--- config.mk ---
export PLATFORM = sky130hd
export DESIGN_NAME = bp_cfg_node
export DESIGN_NICKNAME = d
export VERILOG_FILES = /design/src/rtl/bp_cfg_node.sv
export SDC_FILE = /design/constraint.sdc
export NUM_CORES = 1
export LEC_CHECK = 0
export BUFFER_PORTS_ARGS = -buffer_cell sky130_fd_sc_hd__buf_2
export CAP_MARGIN = 20
export CELL_PAD_IN_SITES_DETAIL_PLACEMENT = 1
export CELL_PAD_IN_SITES_GLOBAL_PLACEMENT = 2
export CORE_ASPECT_RATIO = 1.1
export CORE_MARGIN = 2
export CORE_UTILIZATION = 25
export DETAILED_ROUTE_END_ITERATION = 10
export GPL_TIMING_DRIVEN = 0
export PLACE_DENSITY = 0.72
export SLEW_MARGIN = 20
export SYNTH_ARGS = -nofsm -noshare
export SYNTH_HDL_FRONTEND = slang
export SYNTH_SLANG_ARGS = --single-unit
--- constraint.sdc ---
create_clock -name clk_i -period 3.45 [get_ports clk_i]
set_input_delay 1.035 -clock clk_i [delete_from_list [all_inputs] [get_ports clk_i]]
set_output_delay 1.035 -clock clk_i [all_outputs]
set_load 0.1 [all_outputs]
--- src/rtl/bp_cfg_node.sv ---
// Config-link endpoint for one tile: decodes config commands, keeps the
// tile control registers locally, and forwards register-file, CSR and
// CCE-ucode accesses over a single stalling remote request/response port.
module bp_cfg_node #(
  parameter int unsigned addr_width_p       = 20,
  parameter int unsigned data_width_p       = 64,
  parameter int unsigned vaddr_width_p      = 39,
  parameter int unsigned core_id_width_p    = 8,
  parameter int unsigned did_width_p        = 8,
  parameter int unsigned cord_width_p       = 8,
  parameter int unsigned cache_mode_width_p = 2,
  parameter int unsigned cce_mode_width_p   = 1
) (
  input  logic                          clk_i,
  input  logic                          reset_i,

  input  logic                          cfg_v_i,
  input  logic                          cfg_w_i,
  input  logic [addr_width_p-1:0]       cfg_addr_i,
  input  logic [data_width_p-1:0]       cfg_data_i,
  output logic                          cfg_ready_o,

  output logic                          cfg_resp_v_o,
  output logic [data_width_p-1:0]       cfg_resp_data_o,
  input  logic                          cfg_resp_yumi_i,

  output logic                          remote_v_o,
  output logic                          remote_w_o,
  output logic [15:0]                   remote_addr_o,
  output logic [data_width_p-1:0]       remote_data_o,
  input  logic                          remote_ready_i,
  input  logic                          remote_resp_v_i,
  input  logic [data_width_p-1:0]       remote_resp_data_i,

  output logic                          reset_o,
  output logic                          freeze_o,
  output logic                          debug_o,
  output logic [core_id_width_p-1:0]    core_id_o,
  output logic [did_width_p-1:0]        did_o,
  output logic [cord_width_p-1:0]       cord_o,
  output logic [cache_mode_width_p-1:0] icache_mode_o,
  output logic [cache_mode_width_p-1:0] dcache_mode_o,
  output logic [cce_mode_width_p-1:0]   cce_mode_o,
  output logic [vaddr_width_p-1:0]      npc_o,
  output logic                          npc_w_v_o
);

  typedef enum logic [1:0] {
    READY = 2'd0,
    REQ   = 2'd1,
    WAIT  = 2'd2,
    RESP  = 2'd3
  } state_e;

  state_e state_reg, state_next;

  // Tile control registers
  logic                          reset_reg, freeze_reg, debug_reg;
  logic [core_id_width_p-1:0]    core_id_reg;
  logic [did_width_p-1:0]        did_reg;
  logic [cord_width_p-1:0]       cord_reg;
  logic [cache_mode_width_p-1:0] icache_mode_reg, dcache_mode_reg;
  logic [cce_mode_width_p-1:0]   cce_mode_reg;
  logic [vaddr_width_p-1:0]      npc_reg;
  logic                          npc_w_v_reg;

  // Latched remote request and the pending response word
  logic                          rem_w_reg;
  logic [15:0]                   rem_addr_reg;
  logic [data_width_p-1:0]       rem_data_reg;
  logic [data_width_p-1:0]       resp_data_reg;

  // Decode signals
  logic [15:0]             addr_lo;
  logic                    addr_hi_zero;
  logic                    is_remote;
  logic                    accept;
  logic [data_width_p-1:0] local_rdata;

  assign addr_lo = cfg_addr_i[15:0];

  // Any set bit above the decoded 16 makes the access unmapped.
  generate
    if (addr_width_p > 16) begin : g_addr_hi
      assign addr_hi_zero = ~|cfg_addr_i[addr_width_p-1:16];
    end else begin : g_addr_no_hi
      assign addr_hi_zero = 1'b1;
    end
  endgenerate

  assign accept = cfg_v_i & (state_reg == READY);

  // Remote windows: irf x0-x31, CSR page, CCE ucode page
  always_comb begin
    is_remote = 1'b0;
    if (addr_hi_zero) begin
      is_remote = ((addr_lo >= 16'h0050) && (addr_lo <= 16'h006F))
               || (addr_lo[15:12] == 4'h6)
               || (addr_lo[15:12] == 4'h8);
    end
  end

  // Local readback mux; unmapped addresses read as zero
  always_comb begin
    local_rdata = '0;
    if (addr_hi_zero) begin
      case (addr_lo)
        16'h0001: local_rdata = data_width_p'(reset_reg);
        16'h0002: local_rdata = data_width_p'(freeze_reg);
        16'h0003: local_rdata = data_width_p'(debug_reg);
        16'h0004: local_rdata = data_width_p'(debug_reg);
        16'h0005: local_rdata = data_width_p'(core_id_reg);
        16'h0006: local_rdata = data_width_p'(did_reg);
        16'h0007: local_rdata = data_width_p'(cord_reg);
        16'h0022: local_rdata = data_width_p'(icache_mode_reg);
        16'h0040: local_rdata = data_width_p'(npc_reg);
        16'h0043: local_rdata = data_width_p'(dcache_mode_reg);
        16'h0081: local_rdata = data_width_p'(cce_mode_reg);
        default:  local_rdata = '0;
      endcase
    end
  end

  // FSM state register
  always_ff @(posedge clk_i) begin
    if (reset_i) state_reg <= READY;
    else         state_reg <= state_next;
  end

  // FSM next-state logic
  always_comb begin
    state_next = state_reg;
    case (state_reg)
      READY: if (cfg_v_i)          state_next = is_remote ? REQ : RESP;
      REQ:   if (remote_ready_i)   state_next = WAIT;
      WAIT:  if (remote_resp_v_i)  state_next = RESP;
      RESP:  if (cfg_resp_yumi_i)  state_next = READY;
      default:                     state_next = READY;
    endcase
  end

  // FSM outputs
  always_comb begin
    cfg_ready_o  = (state_reg == READY);
    remote_v_o   = (state_reg == REQ);
    cfg_resp_v_o = (state_reg == RESP);
  end

  // Local register writes land in the acceptance cycle
  always_ff @(posedge clk_i) begin
    if (reset_i) begin
      reset_reg       <= 1'b1;
      freeze_reg      <= 1'b1;
      debug_reg       <= 1'b0;
      core_id_reg     <= '0;
      did_reg         <= '0;
      cord_reg        <= '0;
      icache_mode_reg <= '0;
      dcache_mode_reg <= '0;
      cce_mode_reg    <= '0;
      npc_reg         <= '0;
      npc_w_v_reg     <= 1'b0;
    end else begin
      npc_w_v_reg <= accept & cfg_w_i & addr_hi_zero & (addr_lo == 16'h0040);
      if (accept & cfg_w_i & addr_hi_zero) begin
        case (addr_lo)
          16'h0001: reset_reg       <= cfg_data_i[0];
          16'h0002: freeze_reg      <= cfg_data_i[0];
          16'h0003: debug_reg       <= 1'b1;
          16'h0004: debug_reg       <= 1'b0;
          16'h0005: core_id_reg     <= cfg_data_i[core_id_width_p-1:0];
          16'h0006: did_reg         <= cfg_data_i[did_width_p-1:0];
          16'h0007: cord_reg        <= cfg_data_i[cord_width_p-1:0];
          16'h0022: icache_mode_reg <= cfg_data_i[cache_mode_width_p-1:0];
          16'h0040: npc_reg         <= cfg_data_i[vaddr_width_p-1:0];
          16'h0043: dcache_mode_reg <= cfg_data_i[cache_mode_width_p-1:0];
          16'h0081: cce_mode_reg    <= cfg_data_i[cce_mode_width_p-1:0];
          default: ;
        endcase
      end
    end
  end

  // Remote request latch and response word capture
  always_ff @(posedge clk_i) begin
    if (reset_i) begin
      rem_w_reg     <= 1'b0;
      rem_addr_reg  <= '0;
      rem_data_reg  <= '0;
      resp_data_reg <= '0;
    end else begin
      if (accept & is_remote) begin
        rem_w_reg    <= cfg_w_i;
        rem_addr_reg <= addr_lo;
        rem_data_reg <= cfg_data_i;
      end
      if (accept & ~is_remote) begin
        resp_data_reg <= cfg_w_i ? '0 : local_rdata;
      end else if ((state_reg == WAIT) & remote_resp_v_i) begin
        resp_data_reg <= rem_w_reg ? '0 : remote_resp_data_i;
      end
    end
  end

  assign cfg_resp_data_o = resp_data_reg;
  assign remote_w_o      = rem_w_reg;
  assign remote_addr_o   = rem_addr_reg;
  assign remote_data_o   = rem_data_reg;

  assign reset_o       = reset_reg;
  assign freeze_o      = freeze_reg;
  assign debug_o       = debug_reg;
  assign core_id_o     = core_id_reg;
  assign did_o         = did_reg;
  assign cord_o        = cord_reg;
  assign icache_mode_o = icache_mode_reg;
  assign dcache_mode_o = dcache_mode_reg;
  assign cce_mode_o    = cce_mode_reg;
  assign npc_o         = npc_reg;
  assign npc_w_v_o     = npc_w_v_reg;

endmodule

==> metrics.yaml <==
sta:
  fin_skew_ns: 0.00713
  setup_viol_count_final: 0
  hold_viol_final: 0
  tightestPinTransition_ns: 0.948
  maxSlewHeadroom: 0.363
  ratio_of_final_minimum_period_to_clock_period: 0.959
  timing.final.max_slew_violations: 0
  finalCriticalPeriod_ns: 3.31
  minimum_setup_slack_in_the_final_design_ns: 0.140
  unrepaired_setup_endpoints_after_global_routing: "no"
  max_freq_mhz: 302
clock_network:
  clk_transition_reported_paths_ns: 0.06
  worstSkewPairLatency_ns: 0.54
  clock_buffers_created_by_tritoncts: 27
  htreeDepth: 1
  ctsRootBufferMaster: "sky130_fd_sc_hd__clkbuf_16"
  ctsLongestPathBuffers: 3
  holdBufCountCts: 0
  clkSinkCount: 219
  tritoncts: "yes"
synth:
  net_count_after_synthesis: 1256
  postSynthAreaPerCell_um2: 8.37
  synth_async_sr_flop_share: 0
  yosys.area.top_type: "sky130_fd_sc_hd__dfxtp_1"
  netlist-cell-type-count: 53
  ys_seq_area_frac: 0.478
  synthCells: 1097
  synth.cell_area_um2: 9180
  synth_enable_flop_cells: 0
  yosys.area.top_type_share: 0.478
  yosys_warnings: 0
  netlist_top_cells_area: "sky130_fd_sc_hd__dfxtp_1, sky130_fd_sc_hd__nand2_1, sky130_fd_sc_hd__a21oi_1, sky130_fd_sc_hd__a221oi_2, sky130_fd_sc_hd__nor2_1"
  top_ff_cell_synth: "sky130_fd_sc_hd__dfxtp_1"
  synth-seq-cells: 219
die:
  die_height_um: 205
  design.core.area_um2: 36200
  die_width_um: 187
  initial_cell_density_of_the_core: 0.254
  top_level_ports: 375
  die_area_um2: 38300
  rows: 73
place:
  pre_cts_slack_ns: -0.603
  dp_cells: 1954
  half_perimeter_wire_length_after_detailed_placement_um: 30200
  finalWeightedCongestion: 0.851
  total_of_buffers_placed_on_input_and_output_ports: 370
worst_setup_path:
  worst_setup_path_end_kind: "flop"
  r2r_end: "npc_o[32]$_SDFFE_PP0P_"
  path_max_fanout: 10
  r2r_cells: 11
  setup.worst_path.start_class: "input port"
  timing.critical_path.arrival_ns: 3.77
  critical_path_required_ns: 3.91
  timing_worst_setup_path_type: "input port to flop"
  reg2reg_from: "state_reg[0]$_SDFFE_PP0P_"
  reg2reg_setup_slack_ns: 0.22
global_routing:
  grt_pass1_wl_um: 59300
  grtUsageMet1: 0.238
  top_usage_layer: "met2"
  grt_start_max_net_pins: 13
  grt_pass1_vias: 9872
  initial_antenna_violation_count: 8
  groute.layer.met2.usage: 0.350
  met3_track_usage_gr: 0.0466
  tot_gr_track_use: 0.198
  grt_overflow_total: 0
cells_and_area:
  final_standard_cell_count_with_taps_included_and_fillers_excluded: 2005
  layout.filler_cells: 4509
  final_nets: 1654
  synthToLayoutAreaGrowth_pct: 36.9
  drive_above_1_share: 0.342
detailed_routing:
  vias_per_cell: 4.67
  wl_per_cell_um: 19.5
  first_pass_iters: 4
  remaining_drc_errors: 0
  via_count: 9360
  drt-initial-drc-count: 321
  wl_um: 39000
  ant_nets: 0
hold_path:
  hp-class: "flop to flop"
  critical_hold_path_startpoint: "remote_data_o[39]$_SDFFE_PP0P_"
  worstHoldPathCells: 2
  timing.hold.worst_endpoint: "remote_data_o[39]$_SDFFE_PP0P_"
run:
  drv.max_cap_violation_count: 0
outcome:
  status: "completed"
pwr:
  power_leakage_nw: 5.27
  power.density_cell_area_nw_per_um2: 732
  irDropWorstVdd_mv: 0.360
  totalPowerFinal_w: 0.00919
## synthesized netlist by cell type, types with 4 or more instances
library cell	n
sky130_fd_sc_hd__inv_1	8
sky130_fd_sc_hd__a21oi_1	166
sky130_fd_sc_hd__a22o_1	12
sky130_fd_sc_hd__mux2i_1	17
sky130_fd_sc_hd__dfxtp_1	219
sky130_fd_sc_hd__nor4_1	11
sky130_fd_sc_hd__a221oi_2	30
sky130_fd_sc_hd__and2_1	9
sky130_fd_sc_hd__o21ai_0	4
sky130_fd_sc_hd__nand3_1	4
sky130_fd_sc_hd__clkbuf_1	56
sky130_fd_sc_hd__nand2b_1	14
sky130_fd_sc_hd__buf_2	17
sky130_fd_sc_hd__nor3_2	31
sky130_fd_sc_hd__buf_1	4
sky130_fd_sc_hd__nor2_1	94
sky130_fd_sc_hd__nor3_1	17
sky130_fd_sc_hd__nand2_1	283
sky130_fd_sc_hd__a21boi_1	5
sky130_fd_sc_hd__ha_1	4
sky130_fd_sc_hd__buf_4	9
sky130_fd_sc_hd__nor3b_1	26
sky130_fd_sc_hd__or4_1	6
## repair_timing
action / in CTS / in global routing
endpoints found under the setup margin: 10 / 5
setup buffers: 0 / 0
gates resized for setup: 1 / 0
pin swaps: 0 / 0
## placed cells by master, fill, tap and decap left out, types with 3 or more instances in the layout
master                      instances
sky130_fd_sc_hd__buf_2            387
sky130_fd_sc_hd__nand2_1          283
sky130_fd_sc_hd__dfxtp_1          219
sky130_fd_sc_hd__a21oi_1          166
sky130_fd_sc_hd__nor2_1            94
sky130_fd_sc_hd__clkbuf_1          60
sky130_fd_sc_hd__nor3_2            32
sky130_fd_sc_hd__a221oi_2          30
sky130_fd_sc_hd__clkbuf_16         27
sky130_fd_sc_hd__nor3b_1           26
sky130_fd_sc_hd__mux2i_1           17
sky130_fd_sc_hd__nor3_1            16
sky130_fd_sc_hd__nand2b_1          14
sky130_fd_sc_hd__a22o_1            12
sky130_fd_sc_hd__nor4_1            10
sky130_fd_sc_hd__and2_1             9
sky130_fd_sc_hd__buf_4              9
sky130_fd_sc_hd__inv_1              8
sky130_fd_sc_hd__clkbuf_8           8
sky130_fd_sc_hd__or4_1              6
sky130_fd_sc_hd__a21boi_1           5
sky130_fd_sc_hd__clkinv_2           5
sky130_fd_sc_hd__diode_2            4
sky130_fd_sc_hd__nand3_1            4
sky130_fd_sc_hd__o21ai_0            4
sky130_fd_sc_hd__ha_1               4
sky130_fd_sc_hd__buf_1              3
sky130_fd_sc_hd__buf_6              3
sky130_fd_sc_hd__nor4_2             3
sky130_fd_sc_hd__nor2b_1            3
sky130_fd_sc_hd__o22ai_1            3
sky130_fd_sc_hd__a32oi_1            3
sky130_fd_sc_hd__a211oi_1           3
sky130_fd_sc_hd__and3_1             3
## metal layers
layer  wire length (µm)  vias up
li1                   -     4563
met1              16700     4481
met2              19200      252
met3               2270       56
met4                877        8
met5                 51        -
## per-stage QoR
step	area, µm²	utilization	hold WS (ns)	setup TNS, ns
2_1_floorplan	9180	-	0.511	0
3_3_place_gp	11600	0.322	0.439	-56.42
3_5_place_dp	11600	0.322	0.444	-61.49
4_1_cts	12600	0.347	0.453	0
5_1_grt	12600	0.347	0.471	0
6_report	12600	0.347	0.451	0
## kinds of logic after synthesis
kind of cell    Yosys count  share of synthesized area
simple gates            517                      0.269
compound gates          241                      0.179
flops                   219                      0.478
buf+inv                  97                     0.0481
mux                      18                     0.0198
fa+ha+maj                 4                    0.00545
xor+xnor                  1                   0.000955
## worst max path at each step
stage / cells after the start / end / start
finish: 9 / cfg_resp_data_o[14]$_SDFFE_PP0P_ / cfg_addr_i[2]
CTS: 9 / remote_data_o[2]$_SDFFE_PP0P_ / cfg_addr_i[8]
floorplan: 10 / cfg_resp_data_o[29]$_SDFFE_PP0P_ / cfg_addr_i[8]
global placement: 10 / npc_o[35]$_SDFFE_PP0P_ / cfg_addr_i[8]
detailed placement: 10 / npc_o[30]$_SDFFE_PP0P_ / cfg_addr_i[17]
global route: 9 / cfg_resp_data_o[29]$_SDFFE_PP0P_ / cfg_addr_i[2]
## power breakdown
part	internal [W]	leakage (nW)	switching (W)
combinational	0.000780	3.05	0.00265
clock	0.00175	0.451	0.00116
sequential	0.00274	1.77	0.000107
## area by class of cell
| cell class | instances | area [µm²] | share of cell area |
|---|---|---|---|
| sequential | 219 | 4380 | 0.349 |
| multi-input combinational | 781 | 4360 | 0.347 |
| timing repair buffer | 370 | 1850 | 0.147 |
| clock buffer | 39 | 801 | 0.0638 |
| tap | 487 | 609 | 0.0485 |
| buffer | 88 | 408 | 0.0325 |
| clock inverter | 9 | 103 | 0.00817 |
| inverter | 8 | 30.0 | 0.00239 |
| antenna | 4 | 10.0 | 0.000797 |
## critical path, stage by stage
cell	delay [ns]
sky130_fd_sc_hd__buf_2	0.15
sky130_fd_sc_hd__or4_1	0.53
sky130_fd_sc_hd__clkbuf_1	0.25
sky130_fd_sc_hd__nor4_2	0.43
sky130_fd_sc_hd__nand2_1	0.11
sky130_fd_sc_hd__nor2_1	0.55
sky130_fd_sc_hd__buf_2	0.42
sky130_fd_sc_hd__a221oi_2	0.11
sky130_fd_sc_hd__nor3_2	0.16
No activity file was read; power rests on OpenSTA's default activity.
